File: src/rtl/clock_set_ctrl_if.sv
// Bus between the button/timekeeper side and the clock set controller.
// The controller connects through the slave modport; the driver of buttons,
// running time and the consumer of load/display/ring use the master modport.
interface clock_set_ctrl_if;
    // Buttons and arm switch
    logic       mode_btn;
    logic       inc_btn;
    logic       alarm_en;
    // Running time from the timekeeper
    logic [5:0] cur_sec;
    logic [5:0] cur_min;
    logic [4:0] cur_hr;
    // Load strobe and values back to the timekeeper
    logic       load;
    logic [4:0] load_hr;
    logic [5:0] load_min;
    logic [5:0] load_sec;
    // Status, display and alarm outputs
    logic [2:0] mode;
    logic [4:0] disp_hr;
    logic [5:0] disp_min;
    logic       blink;
    logic [4:0] alm_hr;
    logic [5:0] alm_min;
    logic       ring;

    modport slave (
        input  mode_btn, inc_btn, alarm_en, cur_sec, cur_min, cur_hr,
        output load, load_hr, load_min, load_sec, mode, disp_hr, disp_min,
               blink, alm_hr, alm_min, ring
    );

    modport master (
        output mode_btn, inc_btn, alarm_en, cur_sec, cur_min, cur_hr,
        input  load, load_hr, load_min, load_sec, mode, disp_hr, disp_min,
               blink, alm_hr, alm_min, ring
    );
endinterface

File: src/rtl/clock_set_ctrl.sv
// Set-time / set-alarm controller for a 24-hour hh:mm:ss timekeeper.
// Sequences edit modes from two pulse buttons, issues a one-cycle load of
// the edited hr/min, holds the alarm time and drives a timed ring output.
module clock_set_ctrl #(
    parameter int TICK_DIV  = 10,   // clk cycles per second, even and >= 2
    parameter int RING_SECS = 30    // ring duration in seconds, 1..63
) (
    input  logic              clk,
    input  logic              rst,
    clock_set_ctrl_if.slave   bus
);

    typedef enum logic [2:0] {
        ST_RUN     = 3'd0,
        ST_SET_HR  = 3'd1,
        ST_SET_MIN = 3'd2,
        ST_ALM_HR  = 3'd3,
        ST_ALM_MIN = 3'd4
    } state_e;

    // One counter width serves both dividers: blink_div only needs half the range.
    localparam int               DIV_W      = $clog2(TICK_DIV);
    localparam logic [DIV_W-1:0] SEC_LAST   = DIV_W'(TICK_DIV - 1);
    localparam logic [DIV_W-1:0] BLINK_LAST = DIV_W'(TICK_DIV / 2 - 1);
    localparam logic [5:0]       RING_INIT  = 6'(RING_SECS);

    state_e           state_q, state_d;
    logic [4:0]       edit_hr_q, edit_hr_d;
    logic [5:0]       edit_min_q, edit_min_d;
    logic [4:0]       alm_hr_q, alm_hr_d;
    logic [5:0]       alm_min_q, alm_min_d;
    logic             load_q, load_d;
    logic [4:0]       load_hr_q, load_hr_d;
    logic [5:0]       load_min_q, load_min_d;
    logic             ring_q, ring_d;
    logic [5:0]       ring_cnt_q, ring_cnt_d;
    logic [DIV_W-1:0] sec_div_q, sec_div_d;
    logic             blink_q, blink_d;
    logic [DIV_W-1:0] blink_div_q, blink_div_d;
    logic             armed_q, armed_d;

    logic             sec_wrap;
    logic             match;
    logic             dismiss;

    function automatic logic [4:0] inc_hr(input logic [4:0] v);
        return (v == 5'd23) ? 5'd0 : v + 5'd1;
    endfunction

    function automatic logic [5:0] inc_min(input logic [5:0] v);
        return (v == 6'd59) ? 6'd0 : v + 6'd1;
    endfunction

    // Mode sequencing, field edits and the load strobe; mode_btn wins over inc_btn.
    always_comb begin
        // NOTE: every signal assigned here gets a default first, so no path
        // leaves a value unassigned and no latch is inferred.
        state_d    = state_q;
        edit_hr_d  = edit_hr_q;
        edit_min_d = edit_min_q;
        alm_hr_d   = alm_hr_q;
        alm_min_d  = alm_min_q;
        load_d     = 1'b0;
        load_hr_d  = load_hr_q;
        load_min_d = load_min_q;

        case (state_q)
            ST_RUN: begin
                // inc_btn in RUN only dismisses the ring (handled below).
                if (bus.mode_btn) begin
                    state_d    = ST_SET_HR;
                    edit_hr_d  = bus.cur_hr;
                    edit_min_d = bus.cur_min;
                end
            end
            ST_SET_HR: begin
                if (bus.mode_btn)     state_d   = ST_SET_MIN;
                else if (bus.inc_btn) edit_hr_d = inc_hr(edit_hr_q);
            end
            ST_SET_MIN: begin
                if (bus.mode_btn) begin
                    state_d    = ST_ALM_HR;
                    load_d     = 1'b1;
                    load_hr_d  = edit_hr_q;
                    load_min_d = edit_min_q;
                end else if (bus.inc_btn) begin
                    edit_min_d = inc_min(edit_min_q);
                end
            end
            ST_ALM_HR: begin
                if (bus.mode_btn)     state_d  = ST_ALM_MIN;
                else if (bus.inc_btn) alm_hr_d = inc_hr(alm_hr_q);
            end
            ST_ALM_MIN: begin
                if (bus.mode_btn)     state_d   = ST_RUN;
                else if (bus.inc_btn) alm_min_d = inc_min(alm_min_q);
            end
            default: state_d = ST_RUN;
        endcase
    end

    // Blink divider: idle in RUN, restarted on every mode change, toggles on wrap.
    always_comb begin
        blink_d     = blink_q;
        blink_div_d = blink_div_q;
        if (state_q == ST_RUN || state_d != state_q) begin
            blink_d     = 1'b0;
            blink_div_d = '0;
        end else if (blink_div_q == BLINK_LAST) begin
            blink_d     = ~blink_q;
            blink_div_d = '0;
        end else begin
            blink_div_d = blink_div_q + 1'b1;
        end
    end

    assign sec_wrap = (sec_div_q == SEC_LAST);
    assign match    = (state_q == ST_RUN) && bus.alarm_en && armed_q &&
                      (bus.cur_hr == alm_hr_q) && (bus.cur_min == alm_min_q) &&
                      (bus.cur_sec == 6'd0);
    assign dismiss  = ring_q && (bus.mode_btn || !bus.alarm_en ||
                      (state_q == ST_RUN && bus.inc_btn));

    // Alarm arming, second divider and ring countdown; a dismiss overrides a match.
    always_comb begin
        sec_div_d  = sec_wrap ? '0 : sec_div_q + 1'b1;
        ring_d     = ring_q;
        ring_cnt_d = ring_cnt_q;
        armed_d    = armed_q;

        // Leaving the alarm minute re-arms, so a held match fires only once.
        if (bus.cur_min != alm_min_q) armed_d = 1'b1;

        if (ring_q && sec_wrap) begin
            ring_cnt_d = ring_cnt_q - 6'd1;
            if (ring_cnt_q == 6'd1) ring_d = 1'b0;
        end

        // Restarting sec_div makes the ring exactly RING_SECS whole seconds long.
        if (match) begin
            ring_d     = 1'b1;
            ring_cnt_d = RING_INIT;
            armed_d    = 1'b0;
            sec_div_d  = '0;
        end

        if (dismiss) begin
            ring_d     = 1'b0;
            ring_cnt_d = 6'd0;
        end
    end

    // State register with synchronous reset; edits in flight are discarded.
    always_ff @(posedge clk) begin
        // NOTE: flops use non-blocking assignments so every register samples
        // the pre-edge value of the others, independent of statement order.
        if (rst) begin
            state_q     <= ST_RUN;
            edit_hr_q   <= '0;
            edit_min_q  <= '0;
            alm_hr_q    <= '0;
            alm_min_q   <= '0;
            load_q      <= 1'b0;
            load_hr_q   <= '0;
            load_min_q  <= '0;
            ring_q      <= 1'b0;
            ring_cnt_q  <= '0;
            sec_div_q   <= '0;
            blink_q     <= 1'b0;
            blink_div_q <= '0;
            armed_q     <= 1'b1;
        end else begin
            state_q     <= state_d;
            edit_hr_q   <= edit_hr_d;
            edit_min_q  <= edit_min_d;
            alm_hr_q    <= alm_hr_d;
            alm_min_q   <= alm_min_d;
            load_q      <= load_d;
            load_hr_q   <= load_hr_d;
            load_min_q  <= load_min_d;
            ring_q      <= ring_d;
            ring_cnt_q  <= ring_cnt_d;
            sec_div_q   <= sec_div_d;
            blink_q     <= blink_d;
            blink_div_q <= blink_div_d;
            armed_q     <= armed_d;
        end
    end

    // Display mux: running time in RUN, edit buffer in SET_*, alarm in ALM_*.
    always_comb begin
        bus.disp_hr  = bus.cur_hr;
        bus.disp_min = bus.cur_min;
        case (state_q)
            ST_SET_HR, ST_SET_MIN: begin
                bus.disp_hr  = edit_hr_q;
                bus.disp_min = edit_min_q;
            end
            ST_ALM_HR, ST_ALM_MIN: begin
                bus.disp_hr  = alm_hr_q;
                bus.disp_min = alm_min_q;
            end
            default: ;
        endcase
    end

    assign bus.load     = load_q;
    assign bus.load_hr  = load_hr_q;
    assign bus.load_min = load_min_q;
    assign bus.load_sec = 6'd0;
    assign bus.mode     = state_q;
    assign bus.blink    = blink_q;
    assign bus.alm_hr   = alm_hr_q;
    assign bus.alm_min  = alm_min_q;
    assign bus.ring     = ring_q;

endmodule
File: src/flat_wrapper.sv
// flat-port wrapper written by rule: the top's interface ports become plain ports
module clock_set_ctrl_flat 
#(
    parameter int TICK_DIV  = 10,                                          
    parameter int RING_SECS = 30                                      
)
  (clk, rst, bus_mode_btn, bus_inc_btn, bus_alarm_en, bus_cur_sec, bus_cur_min, bus_cur_hr, bus_load, bus_load_hr, bus_load_min, bus_load_sec, bus_mode, bus_disp_hr, bus_disp_min, bus_blink, bus_alm_hr, bus_alm_min, bus_ring);
  clock_set_ctrl_if bus_i ();
  input  logic clk;
  input  logic rst;
  input wire logic [$bits(bus_i.mode_btn)-1:0] bus_mode_btn;
  input wire logic [$bits(bus_i.inc_btn)-1:0] bus_inc_btn;
  input wire logic [$bits(bus_i.alarm_en)-1:0] bus_alarm_en;
  input wire logic [$bits(bus_i.cur_sec)-1:0] bus_cur_sec;
  input wire logic [$bits(bus_i.cur_min)-1:0] bus_cur_min;
  input wire logic [$bits(bus_i.cur_hr)-1:0] bus_cur_hr;
  output wire logic [$bits(bus_i.load)-1:0] bus_load;
  output wire logic [$bits(bus_i.load_hr)-1:0] bus_load_hr;
  output wire logic [$bits(bus_i.load_min)-1:0] bus_load_min;
  output wire logic [$bits(bus_i.load_sec)-1:0] bus_load_sec;
  output wire logic [$bits(bus_i.mode)-1:0] bus_mode;
  output wire logic [$bits(bus_i.disp_hr)-1:0] bus_disp_hr;
  output wire logic [$bits(bus_i.disp_min)-1:0] bus_disp_min;
  output wire logic [$bits(bus_i.blink)-1:0] bus_blink;
  output wire logic [$bits(bus_i.alm_hr)-1:0] bus_alm_hr;
  output wire logic [$bits(bus_i.alm_min)-1:0] bus_alm_min;
  output wire logic [$bits(bus_i.ring)-1:0] bus_ring;
  assign bus_i.mode_btn = bus_mode_btn;
  assign bus_i.inc_btn = bus_inc_btn;
  assign bus_i.alarm_en = bus_alarm_en;
  assign bus_i.cur_sec = bus_cur_sec;
  assign bus_i.cur_min = bus_cur_min;
  assign bus_i.cur_hr = bus_cur_hr;
  assign bus_load = bus_i.load;
  assign bus_load_hr = bus_i.load_hr;
  assign bus_load_min = bus_i.load_min;
  assign bus_load_sec = bus_i.load_sec;
  assign bus_mode = bus_i.mode;
  assign bus_disp_hr = bus_i.disp_hr;
  assign bus_disp_min = bus_i.disp_min;
  assign bus_blink = bus_i.blink;
  assign bus_alm_hr = bus_i.alm_hr;
  assign bus_alm_min = bus_i.alm_min;
  assign bus_ring = bus_i.ring;
  clock_set_ctrl #(.TICK_DIV(TICK_DIV), .RING_SECS(RING_SECS)) u_core (.clk(clk), .rst(rst), .bus(bus_i));
endmodule
File: config.mk
export PLATFORM = sky130hd
export DESIGN_NAME = clock_set_ctrl_flat
export DESIGN_NICKNAME = d
export VERILOG_FILES = /design/src/rtl/clock_set_ctrl_if.sv /design/src/rtl/clock_set_ctrl.sv /design/src/flat_wrapper.sv
export SDC_FILE = /design/constraint.sdc
export NUM_CORES = 1
export LEC_CHECK = 0
export ABC_AREA = 1
export BUFFER_PORTS_ARGS = -buffer_cell sky130_fd_sc_hd__buf_2
export CAP_MARGIN = 20
export CORE_ASPECT_RATIO = 1.1
export CORE_MARGIN = 2
export CORE_UTILIZATION = 59
export DETAILED_ROUTE_END_ITERATION = 16
export HOLD_SLACK_MARGIN = 0.08
export PLACE_DENSITY = 0.86
export REMOVE_ABC_BUFFERS = 1
export SKIP_CTS_REPAIR_TIMING = 1
export SYNTH_ARGS = -nofsm -noshare
export SYNTH_HDL_FRONTEND = slang
export SYNTH_SLANG_ARGS = --single-unit
File: constraint.sdc
create_clock -name clk -period 3.8 [get_ports clk]
set_input_delay 0 -clock clk [delete_from_list [all_inputs] [get_ports clk]]
set_output_delay 0 -clock clk [all_outputs]
set_load 0.005 [all_outputs]
==> flow_summary.toml, run 1 <==
[run_status]
status = "finished, final reports clean"

[yosys]
yosysSeqAreaShare = 0.350
netlist_top_cells_area = "dfxtp_1 35%, nand2_1 12%, inv_1 7.9%"
yosys.area.top_type = "dfxtp_1"
synthDistinctLibCells = 36
syn-cell-area_sq_um = 3090
syn_inst = 453
syn_area_per_cell_sq_um = 6.82
yosys_register_bits = 54
yosysWarnings = 0
synth_top_area_frac = 0.350

[routing]
drt_iter0_drc = 96
final_antenna_net_count = 0
via_count = 3123
drt-pass1-iter-count = 4
wl_per_cell_microns = 12.9
drt_wl_total_microns = 7390
drc = 0
via_per_inst = 5.44

[critical_path]
path_class = "reg2out"
crit_path_end_kind = "primary output"
worstPathArrival_ps = 2220
cp_common_cell = "nand2_2"
path_delay_family = "simple AND/OR/NAND/NOR gates"
critPathLaunchType = "flip-flop"
crit_path_cell_trace = "nor2_2 > nand2_2 > nand2_2 > nor3_2 > nand2_1 > o221ai_1 > buf_2"
path_buf_inv = 1
slowest_delay_ps = 610
required_ps = 3800
crit_slowest_cell = "dfxtp_1"
crit_fanout = 11

[clock_tree]
cts_made_buffers = 5
tritoncts = "done"
clk_path_buf_depth = 2
insertion_delay_ps = 310
htreeDepth = 2
clk_pin_slew_ps = 90
clock_sinks = 54
clockRootBuffer = "clkbuf_8"

[timing]
period_needed_ps = 2220
finClkSkew_ps = 5.25
worstMarginPinSlew_ps = 905
max_freq_mhz = 451
grt_setup_unrepaired = "false"
setup_viol = 0
hold_viol = 0
slew_violations = 0
post-route-period-util = 0.583
relSlewSlack = 0.394
fin_ws_ps = 1580
setup_tns_ps = 0

[placed_design]
gp_congestion = 0.888
postPlaceCellArea_sq_um = 3400
place_ws_ps = 1720
io_buffer_count = 60
post-dp-hpwl_microns = 5520

[final_layout]
drive_gt1_frac = 0.180
regArea_sq_um = 1080
multi_input_area_sq_um = 1680
final_cell_area_sq_um = 3530
fin_util = 0.702
area_delta_synth_final_pct = 14.4
nets = 547
nFillCells = 446
n_antenna_cell = 0

[grt]
grt_max_degree = 27
antenna_found_initial = 0
grt_pass1_wl_microns = 12200
grt_usage = 0.261
overflow = 0
grt_pass1_vias = 2756

[floorplan]
row_count = 27
die-area_sq_um = 5830
io_pins = 67
die_h_microns = 79.9
coreArea_sq_um = 5030
die_x_microns = 73.0
initial_core_util = 0.614

[power_and_ir_drop]
power.density_nw_per_um2 = 341
power_leakage_nw = 1.72
peakVddDrop_uv = 297

[worst_hold_path]
hold_path.class = "in2reg"

[run]
max_cap_viol_count = 0
[path summary, 6_finish.rpt]
path,startpoint,endpoint,slack [ps],cells past startpoint
setup reg to reg,u_core.bus.mode[1]$_SDFF_PP0_,u_core.bus.load_hr[1]$_SDFFE_PP0P_,2050,8
hold reg to reg,u_core.blink_div_q[0]$_SDFF_PP0_,u_core.blink_div_q[0]$_SDFF_PP0_,470,1
hold / removal,bus_cur_hr[0],u_core.edit_hr_q[0]$_SDFFE_PP0P_,70,3
setup / recovery,u_core.bus.mode[2]$_SDFF_PP0_,bus_disp_min[5],1580,7
[per-layer routing]
metal / GRT usage / part of all wire / up-vias
li1: - / - / 1566
met2: 0.451 / 0.50 / 104
met3: 0.0379 / 0.057 / 19
met5: 0 / 0 / -
met4: 0.102 / 0.020 / 0
met1: 0.322 / 0.43 / 1434
[tightest hold or removal path, stage by stage]
cell	delay, ps
buf_2	120
a21oi_1	80
a21oi_1	130
[cells in the final DEF, fill, tap and decap left out, drive strengths merged, types with 2 or more instances in the layout]
master	instances
xor2	9
nor3	6
o22ai	4
nand4	6
o221ai	9
xnor2	3
o211ai	3
conb	6
nor2	63
dfxtp	54
nand3b	2
dlygate4sd3	2
clkbuf	7
nand3	29
o21ai	30
nand2	102
ha	10
a21oi	33
buf	61
inv	70
[power breakdown]
group,switching [mW],total [mW],internal (mW)
clock,0.179,0.377,0.197
combinational,0.132,0.213,0.0813
sequential,0.0263,0.616,0.590
total,0.338,1.21,0.868
[cells in the mapped netlist]
master and instances:
ha_1 10, nand3b_1 2, inv_2 5, o21ai_0 25, o22ai_1 4, buf_4 7, nand3_2 2, xnor2_1 3
o21ai_1 5, nand4_1 6, buf_2 4, nor3_1 3, dfxtp_1 54, nand2_4 2, a21oi_2 2, o211ai_2 3
nand3_1 27, nor3_2 1, nor2_2 1, conb_1 1, inv_1 65, nor2_4 2, nand2_2 5, xor2_1 9
and3_1 1, or2_2 1, nor3b_1 1, nor3_4 2, nand2_1 95, a211oi_1 1, a21oi_1 31, clkbuf_1 2
o221ai_1 9, a31oi_1 1, nor2_1 60, clkinv_1 1
[cells by family (layout without fill, tap and decap cells)]
logic type,Yosys count,after routing,share of synthesized area
XOR/XNOR,12,12,0.0340
adder cells (fa/ha/maj),10,10,0.0405
buffers and inverters,84,142,0.112
other,1,6,0.00121
flip-flops,54,54,0.350
AO/OA/AOI/OAI,81,81,0.155
AND/OR/NAND/NOR,211,211,0.307
[through the flow]
stage               instances  hold WS [ps]  total power, mW
floorplan                 445          69.1            0.759
global placement          563           313            0.828
detailed placement        563           321            0.834
CTS                       571          36.9             1.21
global route              574          81.2             1.27
finish                    574          69.7             1.21
[sequential cells by signal, indices dropped and copies added, names as in the netlist]
| signal | count |
|---|---|
| u_core.armed_q | 1 |
| u_core.blink_div_q | 4 |
| u_core.bus.alm_hr | 5 |
| u_core.bus.alm_min | 6 |
| u_core.bus.blink | 1 |
| u_core.bus.load | 1 |
| u_core.bus.load_hr | 5 |
| u_core.bus.load_min | 6 |
| u_core.bus.mode | 3 |
| u_core.bus.ring | 1 |
| u_core.edit_hr_q | 5 |
| u_core.edit_min_q | 6 |
| u_core.ring_cnt_q | 6 |
| u_core.sec_div_q | 4 |
[final cells by class]
type	instances	area share
Clock buffer	7	0.0216
Clock inverter	1	0.00850
Sequential cell	54	0.306
Multi-Input combinational cell	320	0.475
Timing Repair Buffer	63	0.0927
Inverter	71	0.0754
Tap cell	58	0.0205
(Power assumes the default switching activity.)
==> run 2: changes to the inputs <==
CORE_UTILIZATION = 55   (was 59)
PLACE_DENSITY = 0.81   (was 0.86)
clock period = 2.1 ns   (was 3.8 ns; I/O delays follow)
==> flow_summary.toml, run 2 (synthesis gave the netlist of run 1 again) <==
[run_status]
status = "finished, final reports clean"

[final_layout]
area_delta_synth_final_pct = 15.5
regArea_sq_um = 1080
nets = 548
layout.cells.non_filler = 592
final_cell_area_sq_um = 3570
layout_commonest_cell = "nand2_1"
nFillCells = 521
drive_gt1_frac = 0.193
multi_input_area_sq_um = 1690
n_antenna_cell = 0
final_cell_mix = "95 x nand2_1, 65 x inv_1, 60 x buf_2"

[routing]
via_count = 3060
wl_per_cell_microns = 12.3
final_antenna_net_count = 0
drt_wl_total_microns = 7260
drt_iter0_drc = 226
drc = 0
via_per_inst = 5.17
drt-pass1-iter-count = 4

[floorplan]
coreArea_sq_um = 5400
die_x_microns = 75.5
die-area_sq_um = 6230
row_count = 28
io_pins = 67
die_h_microns = 82.6
initial_core_util = 0.573

[grt]
antenna_found_initial = 0
overflow = 0
grt_pass1_wl_microns = 11400
grt_max_degree = 27
grt_pass1_vias = 2577
grt_usage = 0.237

[timing]
finClkSkew_ps = 8.43
post-route-period-util = 0.905
slew_violations = 0
period_needed_ps = 1900
hold_viol = 0
grt_setup_unrepaired = "false"
setup_tns_ps = 0
relSlewSlack = 0.504
max_freq_mhz = 526
fin_hold_ws_ps = 66.0
setup_viol = 0
worstMarginPinSlew_ps = 743

[placed_design]
post-dp-hpwl_microns = 5480
io_buffer_count = 60
gp_congestion = 0.927
dp_cells = 582
postPlaceCellArea_sq_um = 3440

[worst_hold_path]
hold_depth = 3
hp-start = "bus_cur_hr[0]"
hold_path.class = "in2reg"
whs_endpoint = "u_core.edit_hr_q[0]$_SDFFE_PP0P_"

[power_and_ir_drop]
peakVddDrop_uv = 413
power_leakage_nw = 1.72
power.density_nw_per_um2 = 589
power_mw = 2.10

[clock_tree]
tritoncts = "done"
clk_pin_slew_ps = 100
clock_sinks = 54
htreeDepth = 2
cts_made_buffers = 5
insertion_delay_ps = 310
clockRootBuffer = "clkbuf_8"
clk_path_buf_depth = 2

[critical_path]
rrSetupSlack_ps = 550
worstPathArrival_ps = 1900
rr_startpoint = "u_core.bus.mode[1]$_SDFF_PP0_"
critPathLaunchType = "flip-flop"
required_ps = 2100
crit_fanout = 6
crit_path_end_kind = "primary output"
r2r_end = "u_core.bus.alm_hr[4]$_SDFFE_PP0P_"
path_class = "reg2out"
ff2ff_path_depth = 7

[run]
max_cap_viol_count = 0
## run 2: metrics by stage
step,util,setup WS (ps)
floorplan,-,383
global placement,0.637,401
detailed placement,0.637,326
CTS,0.655,-25.4
global route,0.661,42.0
finish,0.661,200
## run 2: final cells by class
class	instances	share of cell area
clock buffer	6	0.0231
inverter	71	0.0758
tap	75	0.0263
sequential	54	0.304
clock inverter	2	0.00351
multi-input combinational	320	0.474
timing repair buffer	64	0.0940
## run 2: worst max path at each step
stage,slack (ps),from,cells past startpoint,to
global route,40,u_core.bus.mode[1]$_SDFF_PP0_,9,bus_disp_min[4]
global placement,400,u_core.bus.mode[0]$_SDFF_PP0_,8,bus_disp_min[4]
floorplan,380,u_core.bus.mode[1]$_SDFF_PP0_,7,u_core.bus.load_hr[0]$_SDFFE_PP0P_
CTS,-30,u_core.bus.mode[1]$_SDFF_PP0_,6,bus_disp_min[4]
finish,200,u_core.bus.mode[1]$_SDFF_PP0_,9,bus_disp_min[4]
detailed placement,330,u_core.bus.mode[1]$_SDFF_PP0_,6,bus_disp_min[4]
## run 2: per-layer routing
| layer | vias up | GRT usage | share of wire |
|---|---|---|---|
| li1 | 1571 | - | - |
| met3 | 15 | 0.0303 | 0.049 |
| met1 | 1390 | 0.317 | 0.45 |
| met5 | - | 0 | 0 |
| met4 | 0 | 0.0965 | 0.023 |
| met2 | 84 | 0.383 | 0.48 |
## run 2: power by group
group	switching, mW	internal, mW
sequential	0.0446	1.07
combinational	0.239	0.152
clock	0.333	0.266
## run 2: worst max-delay path, stage by stage (launching register included)
cell and delay, ps:
dfxtp_1 380, inv_2 160, nor2_1 50, nand2_1 110
nand2_2 120, nor3_4 280, buf_4 210, nand2_1 60
o221ai_1 70, buf_2 150
==> run 3: changes to the inputs <==
ABC_AREA = unset   (was 1)
PLACE_DENSITY = 0.8   (was 0.81)
SLEW_MARGIN = 15   (was unset)
==> flow_summary.toml, run 3 <==
[run_status]
status = "finished, final reports clean"

[yosys]
synthSimpleGateAreaFrac = 0.244
syn_area_per_cell_sq_um = 8.13
syn_inst = 395
yosys_register_bits = 54
async_flop_share = 0
synth_top_family_by_area = "simple AND/OR/NAND/NOR gates"
netlist_top_cells_area = "dfxtp_1 34%, a21oi_1 7.6%, mux2i_1 5.6%"
synth_top_area_frac = 0.337
syn-cell-area_sq_um = 3210
synth_compound_area_frac = 0.169
synth.area.mux_share = 0.0631
synthDistinctLibCells = 56
synth_xor_xnor_area_share = 0.0873
synth_fa_ha_area_frac = 0.0390
synth_common_cells = "54 x dfxtp_1, 49 x a21oi_1, 38 x nand2_1"
yosys.area.top_type = "dfxtp_1"
synthFlopType = "dfxtp_1"
synth_edf_count = 0
synth.most_common_cell = "dfxtp_1"
yosysWarnings = 0
yosysSeqAreaShare = 0.337

[routing]
final_antenna_net_count = 0
drt_wl_total_microns = 7780
drt-pass1-iter-count = 4
drc = 0
wl_per_cell_microns = 14.6
drt_iter0_drc = 141
via_count = 2981
via_per_inst = 5.61

[grt]
grt_pass1_wl_microns = 13000
overflow = 0
grt_usage = 0.242
antenna_found_initial = 0
grt_pass1_vias = 2775
grt_max_degree = 32

[clock_tree]
clock_sinks = 54
cts_made_buffers = 5
insertion_delay_ps = 310
clockRootBuffer = "clkbuf_8"
htreeDepth = 2
clk_path_buf_depth = 2
clk_pin_slew_ps = 90
tritoncts = "done"

[critical_path]
crit_path_cell_trace = "buf_4 > xnor2_1 > buf_4 > o22a_1 > a21oi_1 > a21oi_1 > buf_2"
crit_fanout = 16
crit_slowest_cell = "dfxtp_1"
path_class = "reg2out"
crit_path_end_kind = "primary output"
worstPathArrival_ps = 1950
required_ps = 2100
slowest_delay_ps = 590
critPathLaunchType = "flip-flop"

[timing]
max_freq_mhz = 513
hold_viol = 0
post-route-period-util = 0.928
setup_viol = 0
slew_violations = 0
period_needed_ps = 1950
relSlewSlack = 0.579
worstMarginPinSlew_ps = 625
finClkSkew_ps = 9.25
grt_setup_unrepaired = "false"

[final_layout]
final_cell_mix = "60 x buf_2, 53 x dfxtp_1, 49 x a21oi_1"
area_delta_synth_final_pct = 15.6
nets = 485
fin_util = 0.652
n_antenna_cell = 0
nFillCells = 496
final_cell_area_sq_um = 3710
layout.cells.non_filler = 531
layout_commonest_cell = "buf_2"
drive_gt1_frac = 0.214

[worst_hold_path]
hold_path.class = "in2reg"

[placed_design]
dp_cells = 522
post-dp-hpwl_microns = 5730
gp_congestion = 0.892
postPlaceCellArea_sq_um = 3600
io_buffer_count = 60

[floorplan]
coreArea_sq_um = 5700
io_pins = 67
die_h_microns = 84.1
initial_core_util = 0.564
row_count = 29
die-area_sq_um = 6470
die_x_microns = 76.9

[run]
max_cap_viol_count = 0

[power_and_ir_drop]
peakVddDrop_uv = 267
power.density_nw_per_um2 = 607
power_leakage_nw = 1.62
power_mw = 2.25
-- run 3: cells by family after synthesis --
family,count (synthesis)
simple gates,149
other cells,1
flops,54
mux,20
compound gates,86
fa+ha+maj,10
xor+xnor,32
buf+inv,43
-- run 3: area by class of cell --
type                            count  area [sq um]  area share
Sequential cell                    54          1080       0.292
Timing Repair Buffer               78           438       0.118
Tap cell                           77          96.3      0.0260
Multi-Input combinational cell    303          1960       0.528
Inverter                           11          41.3      0.0111
Clock inverter                      2          12.5     0.00337
Clock buffer                        6          82.6      0.0222
-- run 3: metrics by stage --
| step | hold slack, ps | setup slack, ps | setup TNS (ps) |
|---|---|---|---|
| after floorplan | 69.1 | -156 | -739 |
| after global placement | 382 | 277 | 0 |
| after detailed placement | 379 | 207 | 0 |
| after CTS | 74.1 | -92.2 | -409 |
| after global routing | 101 | 2.09 | 0 |
| final | 82.2 | 152 | 0 |
-- run 3: critical path, delay by kind of cell (launching register included) --
family,cells,cell delay [ps]
compound gates,3,360
flops,1,590
xor+xnor,1,140
buf+inv,3,560
-- run 3: per-layer routing --
metal	global-route usage	share of wire
met5	0	0
met4	0.0810	0.015
met3	0.0355	0.046
met2	0.416	0.49
met1	0.311	0.45
-- run 3: path summary, 6_finish.rpt --
check	slack, ps	depth (start not counted)	start	to
max	150	7	u_core.bus.mode[1]$_SDFF_PP0_	bus_disp_min[2]
min	80	4	bus_cur_min[2]	u_core.edit_min_q[2]$_SDFFE_PP0P_
max reg2reg	190	4	u_core.bus.mode[1]$_SDFF_PP0_	u_core.bus.alm_min[3]$_SDFFE_PP0P_
min reg2reg	460	2	u_core.bus.load_hr[0]$_SDFFE_PP0P_	u_core.bus.load_hr[0]$_SDFFE_PP0P_
-- run 3: power by group --
part | switching (mW) | leakage, nW | internal (mW)
clock | 0.343 | 0.0472 | 0.266
sequential | 0.0550 | 0.438 | 1.06
combinational | 0.274 | 1.13 | 0.256
total | 0.672 | 1.62 | 1.58
